==> src/rtl/cisc_pkg.sv <==
// cisc_pkg: shared definitions for the execution core.
//   - opcode encodings
//   - FSM state enum
//   - flag bit positions in out_flags ({Z,N,C,V})
//   - helper that tells whether an opcode commits to the register file
package cisc_pkg;

  localparam logic [7:0] OP_ADD = 8'h00;
  localparam logic [7:0] OP_SUB = 8'h01;
  localparam logic [7:0] OP_AND = 8'h02;
  localparam logic [7:0] OP_OR  = 8'h03;
  localparam logic [7:0] OP_XOR = 8'h04;
  localparam logic [7:0] OP_NOT = 8'h05;
  localparam logic [7:0] OP_SHL = 8'h06;
  localparam logic [7:0] OP_SHR = 8'h07;
  localparam logic [7:0] OP_MOV = 8'h08;
  localparam logic [7:0] OP_MUL = 8'h09;
  localparam logic [7:0] OP_CMP = 8'h0A;

  localparam int FLG_Z = 3;
  localparam int FLG_N = 2;
  localparam int FLG_C = 1;
  localparam int FLG_V = 0;

  typedef enum logic [1:0] {
    ST_IDLE,
    ST_EXEC,
    ST_MUL,
    ST_DONE
  } state_t;

  // Opcodes 00..09 are contiguous and all write rd; CMP and illegal ones do not.
  function automatic logic op_writes_rd(input logic [7:0] op);
    return (op <= OP_MUL);
  endfunction

endpackage

==> src/rtl/cisc_alu_comb.sv <==
// cisc_alu_comb: combinational single-cycle operations and flag generation.
// Ports:
//   opcode  in   8       operation
//   src1    in   DATA_W  first operand
//   src2    in   DATA_W  second operand (register or immediate)
//   result  out  DATA_W  operation result (0 for MUL, which is sequenced elsewhere)
//   flags   out  4       {Z,N,C,V}; all 0 for an illegal opcode
//   illegal out  1       opcode is undefined
module cisc_alu_comb
  import cisc_pkg::*;
#(
  parameter int DATA_W = 8
) (
  input  logic [7:0]        opcode,
  input  logic [DATA_W-1:0] src1,
  input  logic [DATA_W-1:0] src2,
  output logic [DATA_W-1:0] result,
  output logic [3:0]        flags,
  output logic              illegal
);

  localparam int MSB = DATA_W - 1;

  logic [DATA_W:0] sum_ext;
  logic [DATA_W:0] diff_ext;
  logic            carry;
  logic            ovf;

  assign sum_ext  = {1'b0, src1} + {1'b0, src2};
  // Top bit of the extended difference is the unsigned borrow.
  assign diff_ext = {1'b0, src1} - {1'b0, src2};

  always_comb begin
    result  = '0;
    carry   = 1'b0;
    ovf     = 1'b0;
    illegal = 1'b0;
    flags   = '0;
    case (opcode)
      OP_ADD: begin
        result = sum_ext[MSB:0];
        carry  = sum_ext[DATA_W];
        ovf    = (src1[MSB] == src2[MSB]) && (sum_ext[MSB] != src1[MSB]);
      end
      OP_SUB, OP_CMP: begin
        result = diff_ext[MSB:0];
        carry  = diff_ext[DATA_W];
        ovf    = (src1[MSB] != src2[MSB]) && (diff_ext[MSB] != src1[MSB]);
      end
      OP_AND: result = src1 & src2;
      OP_OR:  result = src1 | src2;
      OP_XOR: result = src1 ^ src2;
      OP_NOT: result = ~src1;
      OP_SHL: begin
        result = {src1[MSB-1:0], 1'b0};
        carry  = src1[MSB];
      end
      OP_SHR: begin
        result = {1'b0, src1[MSB:1]};
        carry  = src1[0];
      end
      OP_MOV: result = src2;
      OP_MUL: result = '0;
      default: illegal = 1'b1;
    endcase
    if (!illegal) begin
      flags[FLG_Z] = (result == '0);
      flags[FLG_N] = result[MSB];
      flags[FLG_C] = carry;
      flags[FLG_V] = ovf;
    end
  end

endmodule

==> src/rtl/cisc_exec_core.sv <==
// cisc_exec_core: register-file execution core, one instruction in flight.
// Ports:
//   clk, rst                 clock, synchronous active-high reset
//   in_valid/in_ready        instruction handshake (ready only in IDLE)
//   in_opcode                operation
//   in_rd/in_rs1/in_rs2      register indices
//   in_imm, in_imm_sel       immediate and src2 select (1 = immediate)
//   out_valid/out_ready      result handshake (valid only in DONE)
//   out_result, out_flags    result and {Z,N,C,V}
//   out_illegal              opcode was undefined
//
// state   | meaning
// IDLE    | waiting for an instruction, operands latched on accept
// EXEC    | single-cycle op computed, committed and registered
// MUL     | shift-add multiply, one multiplier bit per cycle
// DONE    | result presented and held until out_ready
module cisc_exec_core
  import cisc_pkg::*;
#(
  parameter  int DATA_W = 8,
  parameter  int REG_N  = 16,
  localparam int RA_W   = $clog2(REG_N)
) (
  input  logic              clk,
  input  logic              rst,
  input  logic              in_valid,
  output logic              in_ready,
  input  logic [7:0]        in_opcode,
  input  logic [RA_W-1:0]   in_rd,
  input  logic [RA_W-1:0]   in_rs1,
  input  logic [RA_W-1:0]   in_rs2,
  input  logic [DATA_W-1:0] in_imm,
  input  logic              in_imm_sel,
  output logic              out_valid,
  input  logic              out_ready,
  output logic [DATA_W-1:0] out_result,
  output logic [3:0]        out_flags,
  output logic              out_illegal
);

  localparam int CNT_W = $clog2(DATA_W);

  state_t              state;
  logic [7:0]          op_q;
  logic [RA_W-1:0]     rd_q;
  logic [DATA_W-1:0]   src1_q;
  logic [DATA_W-1:0]   src2_q;
  logic [2*DATA_W-1:0] mcand_q;
  logic [2*DATA_W-1:0] acc_q;
  logic [CNT_W-1:0]    cnt_q;

  logic [DATA_W-1:0]   regs [REG_N];

  logic [DATA_W-1:0]   rd_src1;
  logic [DATA_W-1:0]   rd_src2;
  logic [DATA_W-1:0]   alu_result;
  logic [3:0]          alu_flags;
  logic                alu_illegal;
  logic [2*DATA_W-1:0] acc_next;
  logic                mul_last;
  logic [DATA_W-1:0]   mul_result;
  logic [3:0]          mul_flags;
  logic                wr_en;
  logic [DATA_W-1:0]   wr_data;

  assign rd_src1 = regs[in_rs1];
  assign rd_src2 = in_imm_sel ? in_imm : regs[in_rs2];

  cisc_alu_comb #(.DATA_W(DATA_W)) u_alu (
    .opcode  (op_q),
    .src1    (src1_q),
    .src2    (src2_q),
    .result  (alu_result),
    .flags   (alu_flags),
    .illegal (alu_illegal)
  );

  // src2_q is shifted right each iteration, so its bit 0 is the current multiplier bit.
  assign acc_next   = acc_q + (src2_q[0] ? mcand_q : '0);
  assign mul_last   = (state == ST_MUL) && (cnt_q == '0);
  assign mul_result = acc_next[DATA_W-1:0];

  always_comb begin
    mul_flags        = '0;
    mul_flags[FLG_Z] = (mul_result == '0);
    mul_flags[FLG_N] = mul_result[DATA_W-1];
    mul_flags[FLG_C] = |acc_next[2*DATA_W-1:DATA_W];
  end

  assign wr_en   = ((state == ST_EXEC) && op_writes_rd(op_q)) || mul_last;
  assign wr_data = (state == ST_MUL) ? mul_result : alu_result;

  always_ff @(posedge clk) begin
    if (rst) begin
      for (int i = 0; i < REG_N; i++) regs[i] <= '0;
    end else if (wr_en) begin
      regs[rd_q] <= wr_data;
    end
  end

  always_ff @(posedge clk) begin
    if (rst) begin
      state       <= ST_IDLE;
      in_ready    <= 1'b1;
      out_valid   <= 1'b0;
      out_result  <= '0;
      out_flags   <= '0;
      out_illegal <= 1'b0;
      op_q        <= '0;
      rd_q        <= '0;
      src1_q      <= '0;
      src2_q      <= '0;
      mcand_q     <= '0;
      acc_q       <= '0;
      cnt_q       <= '0;
    end else begin
      case (state)
        ST_IDLE: begin
          if (in_valid) begin
            op_q     <= in_opcode;
            rd_q     <= in_rd;
            src1_q   <= rd_src1;
            src2_q   <= rd_src2;
            mcand_q  <= {{DATA_W{1'b0}}, rd_src1};
            acc_q    <= '0;
            cnt_q    <= CNT_W'(DATA_W - 1);
            in_ready <= 1'b0;
            state    <= (in_opcode == OP_MUL) ? ST_MUL : ST_EXEC;
          end
        end
        ST_EXEC: begin
          out_result  <= alu_result;
          out_flags   <= alu_flags;
          out_illegal <= alu_illegal;
          out_valid   <= 1'b1;
          state       <= ST_DONE;
        end
        ST_MUL: begin
          acc_q   <= acc_next;
          mcand_q <= mcand_q << 1;
          src2_q  <= src2_q >> 1;
          cnt_q   <= cnt_q - 1'b1;
          if (cnt_q == '0) begin
            out_result  <= mul_result;
            out_flags   <= mul_flags;
            out_illegal <= 1'b0;
            out_valid   <= 1'b1;
            state       <= ST_DONE;
          end
        end
        ST_DONE: begin
          if (out_ready) begin
            out_valid <= 1'b0;
            in_ready  <= 1'b1;
            state     <= ST_IDLE;
          end
        end
        default: begin
          in_ready  <= 1'b1;
          out_valid <= 1'b0;
          state     <= ST_IDLE;
        end
      endcase
    end
  end

endmodule
==> config.mk <==
export PLATFORM = sky130hd
export DESIGN_NAME = cisc_exec_core
export DESIGN_NICKNAME = d
export VERILOG_FILES = /design/src/rtl/cisc_pkg.sv /design/src/rtl/cisc_alu_comb.sv /design/src/rtl/cisc_exec_core.sv
export SDC_FILE = /design/constraint.sdc
export NUM_CORES = 1
export LEC_CHECK = 0
export CAP_MARGIN = 20
export CORE_ASPECT_RATIO = 1.1
export CORE_MARGIN = 5
export CORE_UTILIZATION = 30
export CTS_BUF_LIST = sky130_fd_sc_hd__clkbuf_4 sky130_fd_sc_hd__clkbuf_8
export DETAILED_ROUTE_END_ITERATION = 12
export PLACE_DENSITY = 0.53
export SLEW_MARGIN = 15
export SYNTH_ARGS = -nofsm -noshare
export SYNTH_HDL_FRONTEND = slang
export SYNTH_SLANG_ARGS = --single-unit
==> constraint.sdc <==
create_clock -name clk -period 4.29 [get_ports clk]
set_input_delay 0.858 -clock clk [delete_from_list [all_inputs] [get_ports clk]]
set_output_delay 0.858 -clock clk [all_outputs]
set_load 0.005 [all_outputs]
== After elaboration in Yosys (flattened, before gate mapping) ==
Memory sizes are Yosys's and may differ from the RTL's.
Cells that the tools add are included.

* Output and inout bits: 15
* Input port bits: 33
* Register bits: 80
* Logic and storage cells: 109
* Memory bits (writable): 128
* Memories kept: 1

{| class="wikitable"
|+ Memory list
! name !! words !! bits a word !! rd ports !! clocked after memory_dff !! write ports !! RTL line !! source
|-
| regs || 16 || 8 || 2 || 0 || 16 || cisc_exec_core.sv:52 || <nowiki>logic [DATA_W-1:0] regs [REG_N];</nowiki>
|}

* Bitwise logic cells: 4
* Eq/ne operators: 21
* Add/subtract/negate cells: 4
* $lt $le $gt $ge: 1
* Mux-type cells: 41
* Reduce and logical (&&, ||, !) cells: 24

{| class="wikitable"
|+ Operators by type and width
! operator !! number
|-
| 8-bit one-hot mux with 9 select lines || 1
|-
| 16-bit one-hot mux with 2 select lines || 2
|-
| 16-bit 2-to-1 mux || 3
|-
| 8-bit 2-to-1 mux || 5
|-
| 8-bit by 3-bit equality test with 1-bit output, second input constant || 4
|-
| 8-bit by 4-bit equality test with 1-bit output, second input constant || 4
|-
| 8-bit one-hot mux with 2 select lines || 2
|-
| 8-bit zero test || 3
|-
| 16-bit adder || 1
|-
| 8-bit by 2-bit equality test with 1-bit output, second input constant || 2
|-
| 8-bit OR reduction || 2
|-
| 1-bit 2-to-1 mux || 12
|-
| 4-bit 2-to-1 mux || 3
|-
| 11-bit OR reduction || 1
|-
| 8-bit by 8-bit adder with 9-bit output || 1
|-
| 3-bit AND reduction || 3
|-
| 8-bit by 8-bit subtractor with 9-bit output || 1
|-
| 8-bit bitwise AND || 1
|-
| 8-bit by 1-bit equality test with 1-bit output, second input constant || 1
|-
| 8-bit by 4-bit less-or-equal comparator with 1-bit output, second input constant || 1
|-
| 2-bit 2-to-1 mux || 4
|-
| 8-bit inverter || 1
|-
| 8-bit bitwise OR || 1
|-
| 2-bit one-hot mux with 4 select lines || 1
|-
| other kinds (22) || 35
|}

== Depth between registers and ports, before layout ==
Gate-level depths: netlist of run 1.

* Word-level depth: 8
* Mapped depth: 13
* Depth with buffers taken out: 11

== Cells and area by module ==
A second synthesis of run 1 with hierarchy kept.

* Cell total of the unflattened synthesis: 1118
* Area, all modules: 12206.7 um2

{| class="wikitable"
|+ By module, submodules not included
! module !! instances !! area each (um2) !! cells an instance
|-
| cisc_exec_core || 1 || 10669.0 || 903
|-
| cisc_alu_comb || 1 || 1537.7 || 215
|}

== Worst setup path before layout of run 1 ==
Ideal clock, no wire load.

* Path type: flip-flop to flip-flop
* Start point: register src2_q[0]
* End point: register out_flags[1]
* Data arrival time: 3057 ps
* Data required time: 4170 ps
* Cell stages (with the launch flop): 13
* Clock period less this slack: 3177 ps
* Buffers on the path: 3
* Library setup time: 120 ps
* Path slack: 1113 ps
* Cells stage by stage: dfxtp_1 -> clkbuf_1 -> clkbuf_1 -> and2_1 -> ha_1 -> buf_6 -> a21o_1 -> a2111oi_4 -> a21oi_2 -> or3_1 -> a221o_1 -> a211o_1 -> o31a_1

* Cells in the longest elaborated chain, start to end: 5

{| class="wikitable"
|+ RTL lines
! what !! RTL line !! source
|-
| from (decl) || cisc_exec_core.sv:47 || <nowiki>logic [DATA_W-1:0] src2_q;</nowiki>
|-
| from (signal assigned) || cisc_exec_core.sv:123 || <nowiki>src2_q <= rd_src2;</nowiki>
|-
| from (signal assigned) || cisc_exec_core.sv:141 || <nowiki>src2_q <= src2_q >> 1;</nowiki>
|-
| 16-bit 2-to-1 mux || cisc_exec_core.sv:79 || <nowiki>assign acc_next = acc_q + (src2_q[0] ? mcand_q : '0);</nowiki>
|-
| 16-bit adder || cisc_exec_core.sv:79 ||
|-
| 8-bit OR reduction || cisc_exec_core.sv:87 || <nowiki>mul_flags[FLG_C] = |acc_next[2*DATA_W-1:DATA_W];</nowiki>
|-
| 4-bit 2-to-1 mux || cisc_exec_core.sv:143 || <nowiki>if (cnt_q == '0) begin</nowiki>
|-
| 4-bit one-hot mux with 2 select lines * || cisc_exec_core.sv:117 || <nowiki>case (state)</nowiki>
|-
| to (signal assigned) || cisc_exec_core.sv:133 || <nowiki>out_flags <= alu_flags;</nowiki>
|-
| to (signal assigned) || cisc_exec_core.sv:145 || <nowiki>out_flags <= mul_flags;</nowiki>
|-
| to (decl) || cisc_exec_core.sv:37 || <nowiki>output logic [3:0] out_flags,</nowiki>
|}

Every way passes the cells marked *; elsewhere a longest branch is shown, timed or not. The select of a mux whose other input is x is not followed.
A chain may end at the register's enable or synchronous reset.

== Worst setup path in the final report of run 1 ==
* Start point: register src2_q[0]
* End point: register out_result[6]

* Cells in the longest elaborated chain, start to end: 4

{| class="wikitable"
|+ RTL lines
! what !! RTL line !! source
|-
| 16-bit 2-to-1 mux || cisc_exec_core.sv:79 ||
|-
| 16-bit adder || cisc_exec_core.sv:79 ||
|-
| 8-bit 2-to-1 mux || cisc_exec_core.sv:143 ||
|-
| 8-bit one-hot mux with 2 select lines * || cisc_exec_core.sv:117 ||
|-
| to (signal assigned) || cisc_exec_core.sv:132 || <nowiki>out_result <= alu_result;</nowiki>
|-
| to (signal assigned) || cisc_exec_core.sv:144 || <nowiki>out_result <= mul_result;</nowiki>
|-
| to (decl) || cisc_exec_core.sv:36 || <nowiki>output logic [DATA_W-1:0] out_result,</nowiki>
|}

Marked as above.

==> impl_summary.log, run 1 <==
[metrics] result of the run: finished, final reports clean
[metrics] number of routed nets with antenna violations: 0
[metrics] list of most frequent post-synthesis cells: 192 x sky130_fd_sc_hd__nor2_1, 128 x sky130_fd_sc_hd__edfxtp_1, 105 x sky130_fd_sc_hd__nand2_1
[metrics] largest net degree at the start of global routing: 57
[metrics] Post-Syn Nets: 1227
[metrics] H-tree level count: 2
[metrics] fraction of layout cells with a size suffix above 1: between 10% and 20%
[metrics] class of the worst hold path: flop to flop
[metrics] endpoint of the worst hold-timing path: out_flags[2]
[metrics] Yosys top cell by area: sky130_fd_sc_hd__edfxtp_1
[metrics] switching part of the total power: ~39%
[metrics] Gate power share: approximately 38%
[metrics] clk_lat worst skew: 0.56 ns
[metrics] Achievable Freq: slightly below 300 MHz
[metrics] Crit Reg-Reg Startpoint: src2_q[0]
[metrics] global placement routability congestion: around 0.9
[metrics] slew at the pin closest to its max-slew limit: about 0.78 ns
[metrics] unique cell type count in the Yosys netlist: between 80 and 90
[metrics] Initial Utilization: 30.2%
[metrics] number of vias after detailed routing: ~9.6k
[metrics] total of hold buffers inserted after clock tree synthesis: 0
[metrics] met1 Use GR: around 20%
[metrics] die outline area: about 45000 um^2
[metrics] Placed Instance Area: ~13000 um^2
[metrics] Tcrit/Tclk final: just over 80%
[metrics] via count of the first global-routing pass: between 9k and 10k
[metrics] endpoints failing setup: 0
[metrics] endpoint of the lowest-slack register-to-register path: out_result[6]
[metrics] Slew Limit Fails: 0
[metrics] Pwr per Cell Area: 500 nW/um^2
[metrics] path depth of the worst reg2reg path: 11
[metrics] Iter 0 DRT Violations: a little over 1k
[metrics] internal power: roughly 0.0043 W
[metrics] count of port buffers added during placement: between 40 and 50
[metrics] depth of the worst hold-timing path: 2
[metrics] num ports: 48
[metrics] num rows: approximately 80
[metrics] remaining design rule violation count: 0
[metrics] post-synthesis cell area: around 12000 um^2
[metrics] Slew headroom: between 40% and 50%
[metrics] number of clock buffers inserted by TritonCTS: 37
[metrics] static leakage: 5.00 nW
[metrics] Synthesis Warnings: 0
[metrics] post-layout total power: around 0.0071 W
[metrics] share of flip-flops with an asynchronous set or reset after synthesis: 0%
[metrics] Peak VDD IR: roughly 0.25 mV
[metrics] skew final: approximately 0.032 ns
[metrics] global-route usage over all layers: 16.6%
[metrics] clock tree from TritonCTS: done
[metrics] unrepaired setup endpoints after global routing: no
[metrics] largest fanout of any net on the critical path: 21
[metrics] leftover overflow at the end of global routing: 0
[metrics] global routing met3 resource utilization: 2.70%
[metrics] sort of element at the end of the critical path: flop
[metrics] Yosys top cell area share: 31.0%
[metrics] number of standard cells after synthesis: between 1k and 1.5k
[metrics] estimated wirelength of the detail-placed design: 27.7 mm
[metrics] CP Data Required Time: about 4.7 ns
[metrics] average vias per placed instance: around 5.5
[metrics] # Max-Cap Violations: 0
[metrics] post-place setup slack: just under 0.8 ns
[metrics] worst endpoint data arrival time: around 3.8 ns
[metrics] routing layer with the top usage in global route: met2
[metrics] routed wirelength normalized by instance count: roughly 22 um
[metrics] Worst Min Path Start: out_flags[2]
[metrics] average instance area after synthesis: roughly 11 um^2
[metrics] met2 Track Usage GR: between 20% and 30%
[metrics] design area: 14200 um^2
[metrics] Nets: around 1.3k
[metrics] Max Buffers Root-to-Sink: 3
[metrics] sequential fraction of design power: 35.7%
[metrics] clock root buffer: sky130_fd_sc_hd__clkbuf_8
[metrics] post-layout minimum cycle time: between 3 and 4 ns
[metrics] Setup CP Type: flop to flop
[metrics] critical path launch point type: flop
[metrics] register area share after synthesis: 44.0%
[metrics] leading cell type by number of instances after synthesis: sky130_fd_sc_hd__nor2_1
[metrics] end-of-flow core utilization: 34.5%
[metrics] initial antenna violation count: 1
[metrics] core area: 41000 um^2
[metrics] Area contributors post-synth: sky130_fd_sc_hd__edfxtp_1 31%, sky130_fd_sc_hd__mux4_2 15%, sky130_fd_sc_hd__dfxtp_1 13%
[metrics] r2r setup slk: about 0.84 ns
[metrics] summed negative setup slack over all endpoints: 0 ns
[metrics] clock network power share: 26.6%
[metrics] wire length of the first global-routing pass: roughly 59 mm
[metrics] CTS sink cnt: 208
[metrics] worst setup slack after layout: between 0.8 and 0.9 ns
[metrics] number of enable-type register cells in the synthesized netlist: roughly 130
[metrics] final count of hold timing violations: 0
[metrics] overall die width: around 200 um
[metrics] #FFs+latches synth: ~210
[metrics] ys flop type: sky130_fd_sc_hd__edfxtp_1
[metrics] first drt pass iteration count: 8
[metrics] Die Y-Extent: 223 um
[metrics] number of resized instances in the post-cts repair step: 0
[metrics] post-CTS setup repair buffer count: 0
[metrics] WL final: ~38 mm
[metrics] clock-pin slew on the worst setup and hold paths: 0.06 ns
[metrics] Sw Pwr: 0.00278 W
[metrics] synth-to-layout area growth: 14.4%
-- critical path, cell delays in order, from the launching register on --
cell and delay, ns:
sky130_fd_sc_hd__dfxtp_1 0.80, sky130_fd_sc_hd__ha_1 0.34, sky130_fd_sc_hd__inv_1 0.07, sky130_fd_sc_hd__fa_1 0.40
sky130_fd_sc_hd__nor2b_1 0.17, sky130_fd_sc_hd__o2111a_1 0.24, sky130_fd_sc_hd__nor4_1 0.07, sky130_fd_sc_hd__o31a_1 0.34
sky130_fd_sc_hd__o41ai_4 0.37, sky130_fd_sc_hd__buf_4 0.32, sky130_fd_sc_hd__o21a_1 0.16, sky130_fd_sc_hd__nor2_1 0.04
-- final cells by class --
cell class | count | area (um^2)
clock buffer | 56 | 696
sequential | 208 | 5450
timing repair buffer | 76 | 711
antenna | 1 | 2.50
clock inverter | 11 | 57.6
inverter | 43 | 161
tap | 520 | 651
fill | 4145 | 26800
multi-input combinational | 813 | 6430
-- metal layers --
layer	up-vias	routed length, um
li1	4366	-
met4	0	1680
met5	-	0
met3	79	2310
met1	4801	15100
met2	343	19300
-- placed cells by master, fill, tap and decap left out, types with 10 or more instances in the layout --
master,instances
sky130_fd_sc_hd__a21oi_1,57
sky130_fd_sc_hd__a222oi_1,14
sky130_fd_sc_hd__a22oi_1,25
sky130_fd_sc_hd__and2_1,20
sky130_fd_sc_hd__buf_4,26
sky130_fd_sc_hd__clkbuf_4,12
sky130_fd_sc_hd__clkbuf_8,44
sky130_fd_sc_hd__clkdlybuf4s50_1,44
sky130_fd_sc_hd__dfxtp_1,80
sky130_fd_sc_hd__edfxtp_1,128
sky130_fd_sc_hd__ha_1,45
sky130_fd_sc_hd__inv_1,42
sky130_fd_sc_hd__mux2_2,10
sky130_fd_sc_hd__mux4_2,83
sky130_fd_sc_hd__nand2_1,105
sky130_fd_sc_hd__nand2b_1,15
sky130_fd_sc_hd__nand3_1,17
sky130_fd_sc_hd__nor2_1,192
sky130_fd_sc_hd__nor2_2,10
sky130_fd_sc_hd__nor2b_1,10
sky130_fd_sc_hd__o21ai_0,25
-- cell families after synthesis --
family,after synthesis,share of synthesized area [%]
multiplexers,97,16.3
AND/OR/NAND/NOR,430,15.9
buffers and inverters,125,4.26
flip-flops,208,44.0
XOR/XNOR,15,1.06
AO/OA/AOI/OAI,223,13.5
adder cells (fa/ha/maj),48,5.03
-- power groups by stage --
stage                     clock network [W]  registers (W)  logic [W]
after global routing                0.00202        0.00256    0.00289
after detailed placement                  0        0.00257    0.00267
final                               0.00188        0.00253    0.00267
after floorplan                           0        0.00246    0.00174
after global placement                    0        0.00257    0.00268
after CTS                           0.00194        0.00253    0.00268
-- registers in the layout, indices dropped and copies added, names as in the netlist --
name         count
regs           128
acc_q           16
mcand_q         16
op_q             8
out_result       8
src1_q           8
src2_q           8
out_flags        4
rd_q             4
cnt_q            3
state            2
in_ready         1
out_illegal      1
out_valid        1
-- worst max path at each step --
stage,from,end,slack [ns]
final,src2_q[0],out_result[6],0.84
after global routing,src2_q[0],regs[0][6],0.62
after CTS,src2_q[0],out_result[6],0.82
after detailed placement,in_rs2[1],src2_q[2],0.79
after global placement,in_rs2[1],src2_q[2],0.80
after floorplan,src2_q[0],out_flags[1],1.11
-- stage by stage --
| stage | hold WS (ns) | cells |
|---|---|---|
| floorplan | 0.437 | 1146 |
| global placement | 0.445 | 1660 |
| detailed placement | 0.447 | 1660 |
| CTS | 0.454 | 1727 |
| global route | 0.476 | 1728 |
| finish | 0.451 | 1728 |
Note: power is estimated with default switching activity, not from simulation.
==> run 2: changes to the inputs <==
Settings changed: PLACE_DENSITY 0.53 to 0.55.
Clock period 4.29 ns to 2.9 ns, I/O delays scaled along.
==> impl_summary.log, run 2 (synthesized netlist as in run 1, its figures left out) <==
[metrics] result of the run: complete, but fails checks
[metrics] violations in the final reports: negative setup slack
[metrics] Initial Utilization: between 30% and 40%
[metrics] design area: about 15000 um^2
[metrics] Achievable Freq: between 300 and 400 MHz
[metrics] die outline area: between 40000 and 50000 um^2
[metrics] core area: about 41000 um^2
[metrics] Slew headroom: 48.7%
[metrics] WL final: 40.9 mm
[metrics] end-of-flow core utilization: 37.5%
[metrics] H-tree level count: 2
[metrics] flip-flop count of the largest register after layout: between 100 and 150
[metrics] Peak VDD IR: roughly 0.4 mV
[metrics] # Max-Cap Violations: 0
[metrics] endpoints failing setup: 2
[metrics] largest fanout of any net on the critical path: 6
[metrics] clock root buffer: sky130_fd_sc_hd__clkbuf_8
[metrics] number of routed nets with antenna violations: 0
[metrics] worst setup slack after layout: -0.0331 ns
[metrics] Biggest register: regs
[metrics] skew final: 0.0404 ns
[metrics] commonest cells after routing, fill and taps aside: 189 x sky130_fd_sc_hd__nor2_1, 128 x sky130_fd_sc_hd__edfxtp_1, 117 x sky130_fd_sc_hd__buf_4
[metrics] routed wirelength normalized by instance count: approximately 22 um
[metrics] global-route usage over all layers: 17.4%
[metrics] CP Data Required Time: 3.34 ns
[metrics] average vias per placed instance: 5.47
[metrics] fraction of layout cells with a size suffix above 1: between 20% and 30%
[metrics] remaining design rule violation count: 0
[metrics] global placement routability congestion: approximately 0.93
[metrics] clock-pin slew on the worst setup and hold paths: ~0.060 ns
[metrics] critical path startpoint: src2_q[0]
[metrics] Nets: approximately 1.4k
[metrics] post-layout total power: around 0.012 W
[metrics] Crit Reg-Reg Startpoint: src2_q[0]
[metrics] synth-to-layout area growth: 24.3%
[metrics] num rows: 78
[metrics] summed negative setup slack over all endpoints: -0.0375 ns
[metrics] Pwr per Cell Area: 761 nW/um^2
[metrics] clk_lat worst skew: about 0.57 ns
[metrics] Placed Instance Area: 14300 um^2
[metrics] most common cell after layout, fill and taps aside: sky130_fd_sc_hd__nor2_1
[metrics] critical path launch point type: flop
[metrics] final count of hold timing violations: 0
[metrics] static leakage: between 5 and 6 nW
[metrics] count of port buffers added during placement: between 40 and 50
[metrics] Worst Min Path Start: rst
[metrics] Tcrit/Tclk final: 101%
[metrics] initial antenna violation count: 1
[metrics] Max Buffers Root-to-Sink: 3
[metrics] overall die width: around 200 um
[metrics] diode count: 0
[metrics] wire length of the first global-routing pass: about 61 mm
[metrics] Die Y-Extent: ~220 um
[metrics] total of hold buffers inserted after clock tree synthesis: 0
[metrics] post-layout minimum cycle time: ~2.9 ns
[metrics] registers with the most flip-flops: regs: 128 flops, acc_q: 16 flops, mcand_q: 16 flops
[metrics] number of clock buffers inserted by TritonCTS: 37
[metrics] Setup CP Type: flop to flop
[metrics] slew at the pin closest to its max-slew limit: around 0.76 ns
[metrics] largest net degree at the start of global routing: between 40 and 50
[metrics] unrepaired setup endpoints after global routing: yes
[metrics] num ports: 48
[metrics] estimated wirelength of the detail-placed design: between 20 and 30 mm
[metrics] class of the worst hold path: input pin to flop
[metrics] CTS sink cnt: 208
[metrics] via count of the first global-routing pass: between 10k and 15k
[metrics] Iter 0 DRT Violations: ~930
[metrics] worst endpoint data arrival time: ~3.4 ns
[metrics] sort of element at the end of the critical path: flop
[metrics] number of vias after detailed routing: between 10k and 15k
[metrics] Slew Limit Fails: 0
[metrics] clock tree from TritonCTS: done
[metrics] first drt pass iteration count: 5
[metrics] leftover overflow at the end of global routing: 0
[metrics] worst hold margin: 0.363 ns
run 2: worst paths after layout:
check             slack [ns]  cells after the start           end
hold / removal          0.36                      2       op_q[7]
setup / recovery       -0.03                     11  out_flags[1]
hold reg to reg         0.46                      1      cnt_q[0]
setup reg to reg       -0.03                     11  out_flags[1]
run 2: where the power goes:
part           switching, W  internal [W]
registers          0.000249       0.00343
clock network       0.00126       0.00147
logic               0.00301       0.00228
total               0.00453       0.00718
run 2: critical path: stages, from the launching register on:
cell                      delay [ns]
sky130_fd_sc_hd__dfxtp_4        0.38
sky130_fd_sc_hd__buf_6          0.14
sky130_fd_sc_hd__and2_4         0.14
sky130_fd_sc_hd__ha_4           0.17
sky130_fd_sc_hd__fa_2           0.39
sky130_fd_sc_hd__a21oi_4        0.16
sky130_fd_sc_hd__o211a_1        0.23
sky130_fd_sc_hd__a21oi_2        0.08
sky130_fd_sc_hd__or3_1          0.38
sky130_fd_sc_hd__a221o_1        0.30
sky130_fd_sc_hd__a211o_1        0.22
sky130_fd_sc_hd__o31a_1         0.23
run 2: repair_timing:
action / CTS / global route
endpoints found under the setup margin: 36 / 72
pin swaps: 3 / 20
resized for setup: 12 / 35
setup buffers: 2 / 13
cloned: 1 / 2
run 2: area by class of cell:
class	count	area [um^2]
sequential	208	5460
clock inverter	11	62.6
timing repair buffer	187	1780
tap	520	651
multi-input combinational	813	6620
inverter	43	161
clock buffer	53	661
fill	4102	25600
run 2: metal layers:
layer	GRT usage (%)	share of wire, %	vias up
met4	8.10	4.6	2
met2	29.8	50	365
met1	21.3	40	4975
met5	0	0.032	-
li1	-	-	4588
met3	3.10	5.5	101
run 2: through the flow:
stage	cells	setup slack (ns)
floorplan	1146	0.0120
global placement	1754	-0.128
detailed placement	1754	-0.163
CTS	1821	-0.00961
global route	1835	-0.111
finish	1835	-0.0331
==> run 3: changes to the inputs <==
--- a/config.mk
+++ b/config.mk
@@ -7,10 +7,12 @@
 export LEC_CHECK = 0
 export CAP_MARGIN = 20
+export CELL_PAD_IN_SITES_DETAIL_PLACEMENT = 0
+export CELL_PAD_IN_SITES_GLOBAL_PLACEMENT = 1
 export CORE_ASPECT_RATIO = 1.1
 export CORE_MARGIN = 5
-export CORE_UTILIZATION = 30
+export CORE_UTILIZATION = 40
 export CTS_BUF_LIST = sky130_fd_sc_hd__clkbuf_4 sky130_fd_sc_hd__clkbuf_8
 export DETAILED_ROUTE_END_ITERATION = 12
-export PLACE_DENSITY = 0.55
+export PLACE_DENSITY = 0.78
 export SLEW_MARGIN = 15
 export SYNTH_ARGS = -nofsm -noshare
==> constraint.sdc (replaced) <==
create_clock -name clk -period 2.9 [get_ports clk]
set_input_delay 0.58 -clock clk [delete_from_list [all_inputs] [get_ports clk]]
set_output_delay 0.58 -clock clk [all_outputs]
set_load 0.01 [all_outputs]
==> impl_summary.log, run 3 (synthesized netlist as in run 1, its figures left out) <==
[metrics] clock tree from TritonCTS: done
[metrics] largest net degree at the start of global routing: 65
[metrics] global-route usage over all layers: approximately 22%
[metrics] remaining design rule violation count: 0
[metrics] fraction of layout cells with a size suffix above 1: 25.5%
[metrics] global routing met3 resource utilization: under 10%
[metrics] result of the run: finished, final reports clean
[metrics] registers with the most flip-flops: regs: 128 flops, acc_q: 16 flops, mcand_q: 16 flops
[metrics] Biggest register: regs
[metrics] overall die width: ~180 um
[metrics] slew at the pin closest to its max-slew limit: approximately 0.71 ns
[metrics] Iter 0 DRT Violations: 1063
[metrics] Die Y-Extent: approximately 190 um
[metrics] leftover overflow at the end of global routing: 0
[metrics] average vias per placed instance: 5.93
[metrics] # Max-Cap Violations: 0
[metrics] worst endpoint data arrival time: 3.12 ns
[metrics] Slew Limit Fails: 0
[metrics] Max Buffers Root-to-Sink: 3
[metrics] Initial Utilization: about two fifths
[metrics] CTS sink cnt: around 210
[metrics] WL final: ~40 mm
[metrics] unrepaired setup endpoints after global routing: yes
[metrics] Nets: between 1k and 1.5k
[metrics] via count of the first global-routing pass: approximately 10k
[metrics] routed wirelength normalized by instance count: approximately 23 um
[metrics] met1 Use GR: 28.4%
[metrics] die outline area: between 30000 and 40000 um^2
[metrics] endpoints failing setup: 0
[metrics] post-layout minimum cycle time: between 2 and 3 ns
[metrics] final count of hold timing violations: 0
[metrics] global placement routability congestion: around 0.92
[metrics] core area: 30500 um^2
[metrics] number of clock buffers inserted by TritonCTS: 37
[metrics] total of hold buffers inserted after clock tree synthesis: 0
[metrics] num rows: 67
[metrics] estimated wirelength of the detail-placed design: a little under 30 mm
[metrics] class of the worst hold path: input pin to flop
[metrics] number of routed nets with antenna violations: 0
[metrics] first drt pass iteration count: 5
[metrics] H-tree level count: 2
[metrics] diode count: 0
[metrics] Pwr per Cell Area: between 700 and 800 nW/um^2
[metrics] routing layer with the top usage in global route: met2
[metrics] critical path launch point type: flop
[metrics] clock-pin slew on the worst setup and hold paths: ~0.060 ns
[metrics] wire length of the first global-routing pass: slightly below 60 mm
[metrics] Slew headroom: between 50% and 60%
[metrics] commonest cells after routing, fill and taps aside: 192 x sky130_fd_sc_hd__nor2_1, 128 x sky130_fd_sc_hd__edfxtp_1, 105 x sky130_fd_sc_hd__nand2_1
[metrics] CP Data Required Time: roughly 3.2 ns
[metrics] flip-flop count of the largest register after layout: roughly 130
[metrics] synth-to-layout area growth: 21.1%
[metrics] Tcrit/Tclk final: a little over nine tenths
[metrics] Achievable Freq: ~350 MHz
[metrics] met2 Track Usage GR: approximately 37%
[metrics] clk_lat worst skew: approximately 0.55 ns
[metrics] skew final: ~0.022 ns
[metrics] num ports: 48
[metrics] worst hold margin: 0.356 ns
[metrics] initial antenna violation count: 0
[metrics] largest fanout of any net on the critical path: 9
[metrics] number of vias after detailed routing: 10.1k
[metrics] Peak VDD IR: between 0.3 and 0.4 mV
[metrics] r2r setup slk: 0.06 ns
[metrics] clock root buffer: sky130_fd_sc_hd__clkbuf_8
[metrics] post-layout total power: about 0.011 W
[metrics] sort of element at the end of the critical path: flop
[metrics] most common cell after layout, fill and taps aside: sky130_fd_sc_hd__nor2_1
[metrics] count of port buffers added during placement: 47
[metrics] Setup CP Type: flop to flop
[metrics] static leakage: between 5 and 6 nW
-- run 3: cell types whose count changed in the layout (fill, tap and decap cells not counted), sizes merged --
cell / delta
bufinv: +2
clkinv: +8
inv: -2
clkbuf: -4
buf: -26
-- run 3: critical path: stages (launching register included) --
cell and delay, ns:
sky130_fd_sc_hd__dfxtp_4 0.39, sky130_fd_sc_hd__ha_2 0.20, sky130_fd_sc_hd__inv_1 0.06, sky130_fd_sc_hd__fa_2 0.35, sky130_fd_sc_hd__nor2b_2 0.18, sky130_fd_sc_hd__o2111a_1 0.25
sky130_fd_sc_hd__nor4_1 0.06, sky130_fd_sc_hd__o31a_1 0.33, sky130_fd_sc_hd__o41ai_4 0.34, sky130_fd_sc_hd__clkbuf_16 0.23, sky130_fd_sc_hd__buf_12 0.15, sky130_fd_sc_hd__nor2_1 0.05
-- run 3: layout make-up --
| cell class | instances | area, um^2 |
|---|---|---|
| fill | 2790 | 15500 |
| multi-input combinational | 813 | 6570 |
| sequential | 208 | 5450 |
| timing repair buffer | 161 | 1520 |
| clock buffer | 49 | 618 |
| tap | 414 | 518 |
| inverter | 43 | 161 |
| clock inverter | 19 | 150 |
-- run 3: worst paths after layout --
| check | endpoint | from | depth (start not counted) |
|---|---|---|---|
| worst max-delay path | regs[12][6] | src2_q[0] | 11 |
| worst min-delay path | out_result[6] | rst | 2 |
| worst max register to register | regs[12][6] | src2_q[0] | 11 |
| worst min register to register | out_flags[0] | out_flags[0] | 2 |
-- run 3: routing by layer --
| layer | vias up | share of wire (%) |
|---|---|---|
| met2 | 500 | 48 |
| met4 | 0 | 6.1 |
| met3 | 132 | 7.8 |
| met5 | - | 0 |
| li1 | 4549 | - |
| met1 | 4940 | 38 |
-- run 3: power by group --
group / switching (W) / internal, W
logic: 0.00283 / 0.00195
clock network: 0.00128 / 0.00158
registers: 0.000257 / 0.00343
total: 0.00436 / 0.00697
-- run 3: repair_timing --
item	in CTS	in global routing
endpoints found under the setup margin	5	79
pin swaps	0	10
resized for setup	4	28
setup buffers	0	3
cloned	0	1
-- run 3: metrics by stage --
stage	cell area [um^2]	TNS, ns	util, %	instances	worst slack, ns
6_report	15000	0	49.1	1707	0.0562
5_1_grt	15000	-0.565	49.1	1707	-0.0573
4_1_cts	14800	0	48.5	1702	0.0263
3_5_place_dp	14000	-0.301	45.9	1634	-0.0900
3_3_place_gp	14000	-0.159	45.9	1634	-0.0682
2_1_floorplan	12400	0	-	1146	0.0120
==> RTL change 1 (settings of run 3) <==
`DATA_W` is set to 8 in 2 places; all go to 4.
--- a/src/rtl/cisc_alu_comb.sv
+++ b/src/rtl/cisc_alu_comb.sv
@@ -11,3 +11,3 @@
 #(
-  parameter int DATA_W = 8
+  parameter int DATA_W = 4
 ) (
--- a/src/rtl/cisc_exec_core.sv
+++ b/src/rtl/cisc_exec_core.sv
@@ -19,3 +19,3 @@
 #(
-  parameter  int DATA_W = 8,
+  parameter  int DATA_W = 4,
   parameter  int REG_N  = 16,
Interface: changed (resized in_imm and out_result); port bits go from 48 to 40. The function was not compared with the original's and may differ.
==> RTL change 1 against run 3 <==
Worst setup slack gained 0.098 ns; die area down 44%; wire length is 56% lower; final area fell by 48%; power is 49% lower; synthesized area is 46% lower; sequential cell count fell by 93; sequential power fell by 43%; highest routed layer unchanged; critical path type unchanged.
==> RTL change 1: results (changes against run 3) <==
metric,value,unit,change
detail_route.vias_per_cell,5.709,,-3.7%
drt_first_pass_iters,4,,-1
multiInputGateArea,3431,um^2,-48%
power.density_cell_area,738.0,nW/um^2,-2.4%
hold_ws,0.4737,ns,+0.1178 ns
placed_cells,873,,-47%
max-slew-margin-rel,0.5747,,+0.04487
placement.io_buffers,39,,-17%
fin_skew,0.01088,ns,-0.01158 ns
setup_ws,0.1542,ns,+0.09798 ns
syn_avg_cell_area,10.36,um^2,-4.1%
synth-seq-area-share,0.4391,,-0.0008108
synthTopCellsByArea,"sky130_fd_sc_hd__edfxtp_1 29%, sky130_fd_sc_hd__dfxtp_1 15%, sky130_fd_sc_hd__mux4_2 12%, sky130_fd_sc_hd__nor2_1 6.0%, sky130_fd_sc_hd__ha_1 4.5%",,
synth-edff-count,64,,-50%
postPlaceCellArea,7355,um^2,-47%
largest_register_ffs,64,,-50%
critical_path_destination,regs[6][2],,
fin_nets,744,,-45%
clk_share,0.05453,,+0.003276
min-delay-start,out_valid,,
met1_length,7.007,mm,-53%
hold_path_class,register to register,,
worst_setup_path_startpoint,src1_q[0],,
synth_nets,703,,-43%
area_share_nonclk_buffers,0.08268,,-0.01874
worst_path_max_delay_cell,sky130_fd_sc_hd__fa_1,,
share_clk_of_total_power,0.280,,+0.028
critPathMaxFanout,17,,+8
netSwitchingPower,2068,uW,-53%
worstSkewPairLatency,0.45,ns,-0.10 ns
grt_use_total,0.1837,,-0.04029
htree_num_levels,4,,+2
critical_path.top_delay_family,compound AO/OA/AOI/OAI gates,,
finalWirelength,17.44,mm,-56%
result_of_the_run,completed,,
postSynthRegisterBits,115,,-45%
final_layout_size_suffix_gt1_frac,0.1498,,-0.1054
post_layout_nonfiller_instances,905,,-47%
power.leakage,0.002844,uW,-49%
inverters_excl_clock,22,,-49%
cts_resized,0,,-4
switching_share,0.3602,,-0.02488
cts_buffers,17,,-54%
routabilityCongestion,0.9368,,+1.3%
seqPwrFrac,0.364,,+0.038
detailroute.wirelength.met2,8.893,mm,-53%
ir_drop,0.0003656,V,-2.6%
grt_met1_usage,0.2183,,-0.06529
cts.path.max_buffers,2,,-1
worst_ep_required_time,3.10,ns,-0.08 ns
met3_wirelength,909,um,-70%
nNonClkBuffers,65,,-60%
grt_pass1_wl,27.92,mm,-53%
layout.filler_cells,1524,,-45%
max_stage_delay,0.42,ns,+0.03 ns
fp.dieArea,19450,um^2,-44%
number_of_cells_on_the_worst_reg_to_reg_path,9,,-2
post_synth_most_frequent_cells,"107 x sky130_fd_sc_hd__nor2_1, 79 x sky130_fd_sc_hd__nand2_1, 64 x sky130_fd_sc_hd__edfxtp_1, 51 x sky130_fd_sc_hd__dfxtp_1, 42 x sky130_fd_sc_hd__a21oi_1",,
## RTL change 1: cell count changes in the layout (fill, tap and decap cells not counted), sizes merged, moves of 14 or more
cell | run 3 | this run
a21oi | 59 | 43
ha | 45 | 24
edfxtp | 128 | 64
buf | 115 | 27
a222oi | 14 | 0
dfxtp | 80 | 51
nand2 | 105 | 79
o21ai | 26 | 9
inv | 42 | 22
clkbuf | 51 | 17
nor2 | 202 | 107
mux4 | 83 | 36
## RTL change 1: logic make-up after synthesis
group	share of synthesized area
buf+inv	0.04909
flops	0.4391
fa+ha+maj	0.05376
mux	0.1475
compound gates	0.1309
xor+xnor	0.01568
simple gates	0.1641
## RTL change 1: worst min-delay path by stage
| stage | endpoint | cells past startpoint |
|---|---|---|
| after global placement | cnt_q[0] | 1 |
| after floorplan | cnt_q[0] | 1 |
| final | out_valid | 2 |
| after global routing | acc_q[6] | 1 |
| after CTS | out_valid | 2 |
| after detailed placement | out_valid | 2 |
==> RTL change 2 (config.mk and constraints of run 3) <==
Made on the original files. Encoding of `state_t`: now one-hot (4 bits for 4 states).
--- a/src/rtl/cisc_pkg.sv
+++ b/src/rtl/cisc_pkg.sv
@@ -24,7 +24,7 @@
 
-  typedef enum logic [1:0] {
-    ST_IDLE,
-    ST_EXEC,
-    ST_MUL,
-    ST_DONE
+  typedef enum logic [3:0] {
+    ST_IDLE = 4'b0001,
+    ST_EXEC = 4'b0010,
+    ST_MUL  = 4'b0100,
+    ST_DONE = 4'b1000
   } state_t;
Check against the original RTL: same outputs for any inputs over 4 cycles, from zero or initial values and one cycle with rst high; so few cycles prove little.
==> RTL change 2 against run 3 <==
Synthesized area down 0.76%; largest power group is now sequential cells; worst setup slack worse by 0.063 ns; sequential share of layout area up 0.29 points; the flow now finishes with violations (setup timing); final area about the same; wire length down 8.7%; power down 13%; sequential cell count up 2; first-iteration DRC count down 6.7%.
==> RTL change 2: results (changes against run 3) <==
metric,value,unit,change
fin_skew,0.02114,ns,-0.001315 ns
hold_end,out_flags[0],,
report.power.total,9896,uW,-13%
max-slew-margin-rel,0.5677,,+0.03785
switching_share,0.3575,,-0.02753
cts_resized,23,,+19
synth_nets,1243,,+1.3%
yosysUniqueCellTypes,75,,-8.5%
finalWirelength,36.01,mm,-8.7%
wire_length_per_cell_after_detailed_routing,20.72,um,-10%
via_count,9864,,-2.5%
syn_avg_cell_area,10.54,um^2,-2.5%
p_clk,2800,uW,-2%
synth-seq-area-share,0.4465,,+0.006619
post_synth_most_frequent_cells,"192 x sky130_fd_sc_hd__nor2_1, 128 x sky130_fd_sc_hd__edfxtp_1, 109 x sky130_fd_sc_hd__nand2_1, 87 x sky130_fd_sc_hd__a21oi_1, 82 x sky130_fd_sc_hd__dfxtp_1",,
ir_drop,0.0005228,V,+39%
hold_ws,0.2646,ns,-0.09137 ns
placement.io_buffers,47,,unchanged
critical_path.reg2reg.endpoint,out_flags[3],,
power.leakage,0.005384,uW,-2.7%
critPathMaxFanout,2,,-7
grt_pass1_wl,55.83,mm,-5.7%
dp_hpwl,26.78,mm,-7.8%
synth-main-ff-cell,sky130_fd_sc_hd__edfxtp_1,,
setup_ws,-0.006962,ns,-0.06318 ns
timing.rr.start,src1_q[1],,
met3_wirelength,2.147,mm,-30%
tns,-0.006962,ns,-0.006962 ns
layout.filler_cells,2715,,-2.7%
detailroute.wirelength.met2,17.69,mm,-6.8%
antenna_cells,0,,unchanged
postPlaceCellArea,14040,um^2,+0.26%
drt_first_pass_iters,5,,unchanged
drt_iter0_markers,992,,-6.7%
placed_cells,1669,,+2.1%
routabilityCongestion,0.9580,,+3.6%
result_of_the_run,finished with violations,,
met1_length,14.69,mm,-1.9%
asyncSetResetFlopFracSynth,0,,unchanged
seqPwrFrac,0.367,,+0.041
postCtsSetupBuffers,0,,unchanged
grt_use_total,0.2069,,-0.01710
failed_checks,setup timing,,
final_layout_size_suffix_gt1_frac,0.2591,,+0.003843
use_met2,0.3511,,-0.01809
hold_path_class,input pin to register,,
cts_buffers,39,,+5.4%
grt_start_max_net_pins,57,,-12%
fin_nets,1375,,+2.2%
gr-usage-met3,0.03744,,-0.001610
synthTopCellsByArea,"sky130_fd_sc_hd__edfxtp_1 31%, sky130_fd_sc_hd__mux4_2 15%, sky130_fd_sc_hd__dfxtp_1 13%, sky130_fd_sc_hd__nor2_1 5.9%, sky130_fd_sc_hd__ha_1 4.2%",,
grt_met1_usage,0.2628,,-0.02084
pre_cts_setup_slack,-0.1495,ns,-0.05956 ns
worstSkewPairLatency,0.55,ns,about the same
final-setup-viol-count,1,,+1
cp.arrival,3.35,ns,+0.23 ns
final_cell_area,15000,um^2,about the same
-- RTL change 2: kinds of logic after synthesis --
family / share of synthesized area
AO/OA/AOI/OAI: 0.1135
XOR/XNOR: 0.01141
adder cells (fa/ha/maj): 0.04664
buffers and inverters: 0.03839
flip-flops: 0.4465
multiplexers: 0.1666
AND/OR/NAND/NOR: 0.1770
-- RTL change 2: worst max-delay path by stage --
stage	startpoint	to	slack, ns	cells after the start
after floorplan	src2_q[0]	out_flags[1]	0.01	13
after global placement	src2_q[1]	regs[4][7]	-0.09	11
after detailed placement	src2_q[0]	out_flags[3]	-0.15	11
after CTS	src2_q[0]	out_flags[3]	0.004	11
after global routing	src1_q[0]	out_flags[3]	-0.14	13
final	src1_q[1]	out_flags[3]	-0.007	11
-- RTL change 2: worst max-delay path, cell delays in order (launching register included) --
cell and delay (ns):
sky130_fd_sc_hd__dfxtp_4 0.34, sky130_fd_sc_hd__inv_1 0.07, sky130_fd_sc_hd__buf_4 0.14, sky130_fd_sc_hd__fa_2 0.39
sky130_fd_sc_hd__nand2b_4 0.16, sky130_fd_sc_hd__a211oi_2 0.21, sky130_fd_sc_hd__xor2_1 0.09, sky130_fd_sc_hd__a21oi_1 0.20
sky130_fd_sc_hd__nand3_2 0.10, sky130_fd_sc_hd__or4_1 0.40, sky130_fd_sc_hd__or4_4 0.42, sky130_fd_sc_hd__o41ai_2 0.30
-- RTL change 2: final cells by class --
type,instances,share of cell area
inverter,35,0.008758
clock inverter,10,0.003920
sequential,210,0.3666
clock buffer,57,0.04646
multi-input combinational,840,0.4373
tap,414,0.03453
timing repair buffer,172,0.1024
